[src/rtl/port_fifo_pkg.sv]
// Shared definitions for the port FIFO peripheral: status byte layout and reset value.
// The optional sticky error flags are enabled with the PORT_FIFO_ERR_FLAGS_EN macro.
package port_fifo_pkg;

    localparam int ST_TX_FULL   = 0;
    localparam int ST_TX_EMPTY  = 1;
    localparam int ST_RX_FULL   = 2;
    localparam int ST_RX_EMPTY  = 3;
    localparam int ST_OVERFLOW  = 4;
    localparam int ST_UNDERFLOW = 5;

    localparam int STATUS_W = 8;

    typedef struct packed {
        logic [1:0] reserved;
        logic       underflow;
        logic       overflow;
        logic       rx_empty;
        logic       rx_full;
        logic       tx_empty;
        logic       tx_full;
    } status_t;

    localparam logic [STATUS_W-1:0] RESET_STATUS = 8'h0A;

    // Strobe slots used by the edge detectors in the top module
    localparam int STB_WR   = 0;
    localparam int STB_RD   = 1;
    localparam int STB_STAT = 2;
    localparam int STB_N    = 3;

endpackage

[src/rtl/port_fifo_core.sv]
// Synchronous FIFO with combinational head, occupancy counter and wrap-around pointers.
// Push is refused when full and pop when empty, both judged on the state at cycle start.
module port_fifo_core #(
    parameter int DEPTH = 4,
    parameter int WIDTH = 8
) (
    input  logic             clk,
    input  logic             rst_n,
    input  logic             push,
    input  logic [WIDTH-1:0] wdata,
    input  logic             pop,
    output logic [WIDTH-1:0] rdata,
    output logic             full,
    output logic             empty
);

    localparam int AW = (DEPTH > 1) ? $clog2(DEPTH) : 1;
    localparam int CW = $clog2(DEPTH) + 1;

    logic [WIDTH-1:0] mem [DEPTH];
    logic [AW-1:0]    wr_ptr_reg;
    logic [AW-1:0]    rd_ptr_reg;
    logic [CW-1:0]    count_reg;
    logic [CW-1:0]    count_next;
    logic             do_push;
    logic             do_pop;

    assign full    = (count_reg == CW'(DEPTH));
    assign empty   = (count_reg == '0);
    assign do_push = push & ~full;
    assign do_pop  = pop & ~empty;
    assign rdata   = mem[rd_ptr_reg];

    always_comb begin
        count_next = count_reg;
        case ({do_push, do_pop})
            2'b10:   count_next = count_reg + CW'(1);
            2'b01:   count_next = count_reg - CW'(1);
            default: count_next = count_reg;
        endcase
    end

    always_ff @(posedge clk or negedge rst_n) begin
        if (!rst_n) begin
            wr_ptr_reg <= '0;
            rd_ptr_reg <= '0;
            count_reg  <= '0;
        end else begin
            if (do_push) begin
                wr_ptr_reg <= wr_ptr_reg + AW'(1);
            end
            if (do_pop) begin
                rd_ptr_reg <= rd_ptr_reg + AW'(1);
            end
            count_reg <= count_next;
        end
    end

    // Storage carries no reset so it can map onto distributed RAM
    always_ff @(posedge clk) begin
        if (do_push) begin
            mem[wr_ptr_reg] <= wdata;
        end
    end

endmodule

[src/rtl/port_fifo_device.sv]
// Host-port responder bridging active-low port strobes to TX/RX valid/ready FIFOs.
// Define PORT_FIFO_ERR_FLAGS_EN to build the sticky overflow/underflow status flags.
module port_fifo_device
    import port_fifo_pkg::*;
#(
    parameter int DEPTH = 4,
    parameter int WIDTH = 8
) (
    input  logic             clk,
    input  logic             _mr,
    input  logic [WIDTH-1:0] data_in,
    output logic [WIDTH-1:0] data_out,
    output logic             _data_oe,
    input  logic             _sel_wr,
    input  logic             _sel_rd,
    input  logic             _stat_rd,
    output logic             tx_valid,
    output logic [WIDTH-1:0] tx_data,
    input  logic             tx_ready,
    input  logic             rx_valid,
    input  logic [WIDTH-1:0] rx_data,
    output logic             rx_ready
);

    logic [STB_N-1:0] strobe_n;
    logic [STB_N-1:0] sel_q_reg;
    logic [STB_N-1:0] fall;
    logic [STB_N-1:STB_RD] armed_reg;
    logic [STB_N-1:STB_RD] armed_next;
    logic [STB_N-1:STB_RD] rise;

    logic             tx_full;
    logic             tx_empty;
    logic             rx_full;
    logic             rx_empty;
    logic [WIDTH-1:0] rx_head;
    logic             host_push;
    logic             host_pop;
    logic             overflow;
    logic             underflow;
    status_t          status;

    assign strobe_n = {_stat_rd, _sel_rd, _sel_wr};

    // sel_q resets low so a strobe already asserted at reset release looks old
    always_ff @(posedge clk or negedge _mr) begin
        if (!_mr) begin
            sel_q_reg <= '0;
        end else begin
            sel_q_reg <= strobe_n;
        end
    end

    genvar gi;
    generate
        for (gi = 0; gi < STB_N; gi++) begin : g_fall
            assign fall[gi] = ~strobe_n[gi] & sel_q_reg[gi];
        end

        // A read release counts only if its falling edge was seen after reset
        for (gi = STB_RD; gi < STB_N; gi++) begin : g_release
            assign rise[gi] = strobe_n[gi] & ~sel_q_reg[gi] & armed_reg[gi];

            always_comb begin
                armed_next[gi] = armed_reg[gi];
                if (fall[gi]) begin
                    armed_next[gi] = 1'b1;
                end else if (rise[gi]) begin
                    armed_next[gi] = 1'b0;
                end
            end

            always_ff @(posedge clk or negedge _mr) begin
                if (!_mr) begin
                    armed_reg[gi] <= 1'b0;
                end else begin
                    armed_reg[gi] <= armed_next[gi];
                end
            end
        end
    endgenerate

    assign host_push = fall[STB_WR];
    assign host_pop  = rise[STB_RD];

    port_fifo_core #(
        .DEPTH (DEPTH),
        .WIDTH (WIDTH)
    ) u_tx_fifo (
        .clk   (clk),
        .rst_n (_mr),
        .push  (host_push),
        .wdata (data_in),
        .pop   (tx_ready),
        .rdata (tx_data),
        .full  (tx_full),
        .empty (tx_empty)
    );

    port_fifo_core #(
        .DEPTH (DEPTH),
        .WIDTH (WIDTH)
    ) u_rx_fifo (
        .clk   (clk),
        .rst_n (_mr),
        .push  (rx_valid),
        .wdata (rx_data),
        .pop   (host_pop),
        .rdata (rx_head),
        .full  (rx_full),
        .empty (rx_empty)
    );

    assign tx_valid = ~tx_empty;
    assign rx_ready = ~rx_full;

`ifdef PORT_FIFO_ERR_FLAGS_EN
    logic overflow_reg;
    logic underflow_reg;
    logic overflow_set;
    logic underflow_set;
    logic stat_release;

    assign overflow_set  = (host_push & tx_full) | (rx_valid & rx_full);
    assign underflow_set = host_pop & rx_empty;
    assign stat_release  = rise[STB_STAT];

    // A fresh error in the clearing cycle takes priority over the clear
    always_ff @(posedge clk or negedge _mr) begin
        if (!_mr) begin
            overflow_reg  <= 1'b0;
            underflow_reg <= 1'b0;
        end else begin
            if (overflow_set) begin
                overflow_reg <= 1'b1;
            end else if (stat_release) begin
                overflow_reg <= 1'b0;
            end
            if (underflow_set) begin
                underflow_reg <= 1'b1;
            end else if (stat_release) begin
                underflow_reg <= 1'b0;
            end
        end
    end

    assign overflow  = overflow_reg;
    assign underflow = underflow_reg;
`else
    assign overflow  = 1'b0;
    assign underflow = 1'b0;
`endif

    always_comb begin
        status           = '0;
        status.tx_full   = tx_full;
        status.tx_empty  = tx_empty;
        status.rx_full   = rx_full;
        status.rx_empty  = rx_empty;
        status.overflow  = overflow;
        status.underflow = underflow;
    end

    // Data port has priority; an empty RX presents zero rather than stale storage
    always_comb begin
        data_out = '0;
        _data_oe = 1'b1;
        if (!_sel_rd) begin
            _data_oe = 1'b0;
            data_out = rx_empty ? '0 : rx_head;
        end else if (!_stat_rd) begin
            _data_oe = 1'b0;
            data_out = WIDTH'(status);
        end
    end

endmodule

[config.mk]
export PLATFORM = sky130hd
export DESIGN_NAME = port_fifo_device
export DESIGN_NICKNAME = d
export VERILOG_FILES = /design/src/rtl/port_fifo_pkg.sv /design/src/rtl/port_fifo_core.sv /design/src/rtl/port_fifo_device.sv
export SDC_FILE = /design/constraint.sdc
export NUM_CORES = 1
export LEC_CHECK = 0
export BUFFER_PORTS_ARGS = -buffer_cell sky130_fd_sc_hd__buf_2
export CAP_MARGIN = 10
export CORE_MARGIN = 5
export CORE_UTILIZATION = 24
export CTS_CLUSTER_SIZE = 30
export DETAILED_ROUTE_END_ITERATION = 10
export PLACE_DENSITY = 0.47
export SLEW_MARGIN = 20
export SYNTH_ARGS = -nofsm -noshare
export SYNTH_HDL_FRONTEND = slang
export SYNTH_HIERARCHICAL = 1
export SYNTH_SLANG_ARGS = --single-unit
export TNS_END_PERCENT = 30
[constraint.sdc]
create_clock -name clk -period 2.05 [get_ports clk]
set_input_delay 0.205 -clock clk [delete_from_list [all_inputs] [get_ports clk]]
set_output_delay 0.205 -clock clk [all_outputs]
set_load 0.02 [all_outputs]
Word-level counts from Yosys, hierarchy flattened
Memories as Yosys holds them, arrays and structs flattened.
Cells that the tools add are included.
{"block": "classes", "n_addsub": 8, "div": 0, "reduce_logical": 5, "n_mux": 13, "shift": 0, "eq_ne": 6, "multipliers": 0, "magnitude_cmp": 0, "n_bitwise": 15}
{"operator": "$mux W8", "count": 2}
{"operator": "$pmux W3 S2", "count": 2}
{"operator": "$add A2 B1 Y2 const B", "count": 4}
{"operator": "$and A1 B1 Y1", "count": 8}
{"operator": "$mux W1", "count": 8}
{"operator": "$not A1 Y1", "count": 7}
{"operator": "$add A3 B1 Y3 const B", "count": 2}
{"operator": "$eq A3 B3 Y1 const B", "count": 2}
{"operator": "$logic_not A3 Y1", "count": 2}
{"operator": "$reduce_bool A2 Y1", "count": 3}
{"operator": "$sub A3 B1 Y3 const B", "count": 2}
{"operator": "$eq A2 B1 Y1 const B", "count": 2}
{"operator": "$eq A2 B2 Y1 const B", "count": 2}
{"operator": "$mux W4", "count": 1}
{"block": "totals", "mem_bits_rw": 64, "in_bits": 23, "n_memories": 2, "wordCells": 57, "latchBits": 0, "register_bits": 17, "output_inout_bits": 19, "rom_bits": 0}
{"name": "u_rx_fifo.mem", "depth": 4, "word_bits": 8, "read_ports": 1, "rd_ports_with_merged_regs": 0, "wr": 1, "line": "port_fifo_core.sv:20", "source": "logic [WIDTH-1:0] mem [DEPTH];"}
{"name": "u_tx_fifo.mem", "depth": 4, "word_bits": 8, "read_ports": 1, "rd_ports_with_merged_regs": 0, "wr": 1, "line": "port_fifo_core.sv:20"}

Longest topological paths before layout
{"block": "depth", "depth_word": 6, "depth_mapped": 9, "mapped_depth_nobuf": 9}

Modules after synthesis
Netlist, hierarchy kept.
{"mod": "port_fifo_core at u_tx_fifo", "n_inst": 1, "area_per_inst_um2": 1592.8, "seq_area_each_um2": 1136.1, "cells_each": 79}
{"mod": "port_fifo_core at u_rx_fifo", "n_inst": 1, "area_per_inst_um2": 1584.0, "seq_area_each_um2": 1136.1, "cells_each": 80}
{"mod": "port_fifo_device", "n_inst": 1, "area_per_inst_um2": 201.4, "seq_area_each_um2": 75.1, "cells_each": 22}

Least setup slack after synthesis
No wires, ideal clock.
{"block": "synth_path", "path_kind": "flip-flop to flip-flop", "from": "reg u_rx_fifo.count_reg[0]", "to": "reg u_rx_fifo.count_reg[2]", "t_required_ns": 1.971, "setup_time_ns": 0.079, "arrival_ns": 2.001, "n_path_buf": 0, "path_slack_ns": -0.030, "synth_period_minus_slack_ns": 2.080, "stages_incl_launch_ff": 10, "path_cell_list": "dfrtp_1 or3b_4 and2_4 inv_1 ha_1 inv_1 fa_1 xor2_1 nor2_1 xor2_1"}
{"block": "synth_between", "elab_chain_cells": 5, "word_cells_on_any_way": 12, "cone_classes": "add/sub (2); eq/ne (3); mux (1); bitwise (4); reduce/logical (2)"}
{"element": "start, declared", "line": "port_fifo_core.sv:23", "source": "logic [CW-1:0] count_reg;"}
{"element": "start signal, assigned", "line": "port_fifo_core.sv:55", "source": "count_reg <= count_next;"}
{"element": "$eq A3 B3 Y1 / $logic_not A3 Y1 (equally long branches)", "line": "port_fifo_core.sv:28, port_fifo_core.sv:29"}
{"element": "$not A1 Y1 (on tied branches)", "line": "port_fifo_core.sv:30, port_fifo_core.sv:31"}
{"element": "$and A1 B1 Y1 (on tied branches)", "line": "port_fifo_core.sv:30, port_fifo_core.sv:31"}
{"element": "$eq A2 B1 Y1 / $eq A2 B2 Y1 (equally long branches)", "line": "port_fifo_core.sv:36", "source": "case ({do_push, do_pop})"}
{"element": "$pmux W3 S2 / $reduce_bool A2 Y1 (equally long branches)"}
Several ways; a longest one is shown, not always the timed one.
A chain may end at the register's enable or synchronous reset.

Worst setup path after layout
{"block": "layout_path", "from": "reg u_rx_fifo.rd_ptr_reg[0]", "to": "out data_out[2]"}
{"block": "layout_between", "elab_chain_cells": 3}
{"element": "start, declared", "line": "port_fifo_core.sv:22", "source": "logic [AW-1:0] rd_ptr_reg;"}
{"element": "start signal, assigned", "line": "port_fifo_core.sv:53", "source": "rd_ptr_reg <= rd_ptr_reg + AW'(1);"}
{"element": "$mem_v2 Z4 W8"}
{"element": "named net rx_head[2]", "line": "port_fifo_device.sv:36", "source": "logic [WIDTH-1:0] rx_head;"}
{"element": "$mux W8", "line": "port_fifo_device.sv:170", "source": "data_out = rx_empty ? '0 : rx_head;"}
{"element": "$mux W8", "line": "port_fifo_device.sv:168", "source": "if (!_sel_rd) begin"}
{"element": "end, declared", "line": "port_fifo_device.sv:12", "source": "output logic [WIDTH-1:0] data_out,"}
The timed path passes the listed nets, and every way through them passes these cells.

==> flow_summary.json <==
{
  "overflow": 0,
  "synth-compound-area-share_pct": 1.78,
  "grt_pass1_wl_um": 10300,
  "syn_avg_cell_area_sq_um": 18.7,
  "io_pins": 42,
  "muxShareOfSynthArea_pct": 12.1,
  "synth_top_family_by_area": "multiplexers",
  "wl_per_cell_um": 15.1,
  "initial_core_util_pct": 24.4,
  "stdcell_count": 427,
  "tns_ns": 0,
  "slew_viol_final": 0,
  "drc_errors": 0,
  "dieArea_sq_mm": 0.0165,
  "layout_commonest_cell": "edfxtp_1",
  "hold_path_class": "input port to register",
  "drtIter0Drc": 70,
  "synthArstFlopShare_pct": 21.0,
  "place.port_buffers": 41,
  "max_freq_mhz": 504,
  "period_share_pct": 96.8,
  "critPathMaxFanout": 6,
  "reg.largest.list": "u_rx_fifo/mem x32, u_tx_fifo/mem x32",
  "vias_per_cell": 4.00,
  "hold_violations": 0,
  "synthAdderAreaFrac_pct": 4.89,
  "clk_latency_ns": 0.33,
  "syn_to_final_growth_pct": 24.8,
  "placed_cells": 408,
  "grt_pass1_vias": 1877,
  "critPathArrivalTime_ns": 1.78,
  "timing.critical_path.from_type": "register",
  "maxCapViolCount": 0,
  "yosys.area_share.simple_pct": 6.41,
  "antenna_cells": 0,
  "drive_above_1_share_pct": 44.1,
  "clk_pin_slew_ns": 0.06,
  "synthCells": 181,
  "die_x_um": 129,
  "cts.sinks": 81,
  "tightest_slew_ns": 0.435,
  "core_sq_mm": 0.0138,
  "synth_nets": 216,
  "grt_max_degree": 18,
  "fin_skew_ns": 0.00426,
  "gp_congestion": 0.670,
  "fin_util_pct": 30.5,
  "finalWorstSetupSlack_ns": 0.0646,
  "cts_max_path_buffers": 2,
  "wirelength_um": 6430,
  "rsz0062_at_grt": "yes",
  "syn_area_sq_mm": 0.00338,
  "worstPathRequired_ns": 1.85,
  "p_per_area_mw_per_mm2": 1410,
  "drt-pass1-iter-count": 4,
  "cts_tree": "yes",
  "ant_nets": 0,
  "htreeDepth": 3,
  "ir_worst_vdd_v": 0.000580,
  "min_period_ns": 1.99,
  "dpl_worst_slack_ns": 0.0294,
  "post_dp_cell_area_sq_mm": 0.00387,
  "regArea_sq_mm": 0.00235,
  "dominantRegCellSynth": "edfxtp_1",
  "mostFrequentLayoutCells": "edfxtp_1, buf_2, dfrtp_1, mux4_2, inv_1",
  "grt_util_all_layers_pct": 8.39,
  "status": "complete, no violations",
  "setup_violations": 0,
  "rrSetupSlack_ns": 0.07,
  "antenna_found_initial": 1,
  "multi_input_area_sq_um": 967,
  "final_cell_area_sq_mm": 0.00422,
  "power.leakage_nw": 1.61,
  "nets": 277,
  "synth-seq-cells": 81,
  "root_buffer": "clkbuf_16",
  "yosys.cell_types.count": 30,
  "placementRows": 43,
  "slew_headroom_pct": 71.0,
  "yosysSeqAreaShare_pct": 69.5,
  "dieHeight_um": 129,
  "endpoint_kind": "output port",
  "cts_buffers": 9,
  "fillers": 1355,
  "yosysWarnings": 6,
  "finalPower_mw": 5.93,
  "hold_ws_ns": 0.0725,
  "synth_edf_count": 64,
  "critPathKind": "register to output port",
  "post_synth_xor_area_fraction_pct": 3.11,
  "hpwl_um": 4500,
  "via_count": 1708
}
==> layer usage <==
layer | track usage, % | share of wire, % | up-vias
met4 | 2.96 | 1.3 | 2
met3 | 3.15 | 6.2 | 11
li1 | - | - | 798
met5 | 0 | 0.20 | -
met1 | 9.65 | 40 | 850
met2 | 14.3 | 52 | 47
==> worst paths after layout <==
| check | startpoint | cells past startpoint | to |
|---|---|---|---|
| setup / recovery | u_rx_fifo/rd_ptr_reg[0] | 4 | data_out[2] |
| hold / removal | _sel_rd | 1 | sel_q_reg[1] |
| setup reg to reg | u_rx_fifo/count_reg[1] | 9 | u_rx_fifo/count_reg[2] |
| hold reg to reg | sel_q_reg[1] | 2 | armed_reg[1] |
| max in group asynchronous | _mr | 2 | u_rx_fifo/rd_ptr_reg[1] |
| min in group asynchronous | _mr | 2 | u_rx_fifo/wr_ptr_reg[1] |
==> layout make-up <==
cell class	count	share of cell area, %
Sequential cell	81	55.7
Multi-Input combinational cell	81	22.9
Timing Repair Buffer	54	7.30
Clock buffer	10	5.43
Tap cell	180	5.34
Clock inverter	6	1.96
Inverter	15	1.34
==> cell usage after synthesis (2+ instances only) <==
cell	count	area, sq um
edfxtp_1	64	1920
dfrtp_1	17	425
mux4_2	16	360
inv_1	15	56.3
ha_1	10	125
and2_2	9	67.6
xnor2_1	6	52.6
xor2_1	6	52.6
and3_2	4	30.0
nand2_1	4	15.0
a22o_1	3	26.3
nor2_1	3	11.3
buf_2	2	10.0
fa_1	2	40.0
mux2_4	2	30.0
mux2i_1	2	20.0
nor3_1	2	10.0
o31a_2	2	20.0
==> timing repair <==
item / in CTS / in global routing
setup buffers: 0 / 1
endpoints found under the hold margin: 18 / 0
setup endpoints to repair: 0 / 8
hold buffers: 2 / 0
resized for setup: 0 / 2
==> critical path: stages, from the launching register on <==
cell     delay (ns)
dfrtp_1        0.34
buf_4          0.18
mux4_2         0.53
a22o_1         0.24
buf_2          0.16
==> kinds of logic (layout without fill, tap and decap cells) <==
logic type	after synthesis	count (layout)
AOI/OAI and AO/OA	7	7
DFF	81	81
xor gates and xnor gates	12	12
buffers and inverters	19	85
adders and majority gates	12	12
and+or+nand+nor	30	30
muxes	20	20
==> power by group <==
part / leakage (nW) / internal, mW / switching, mW
Sequential: 0.781 / 2.15 / 0.214
Combinational: 0.677 / 0.929 / 0.984
Clock: 0.154 / 1.06 / 0.597
Total: 1.61 / 4.13 / 1.80
(Power assumes the default switching activity.)
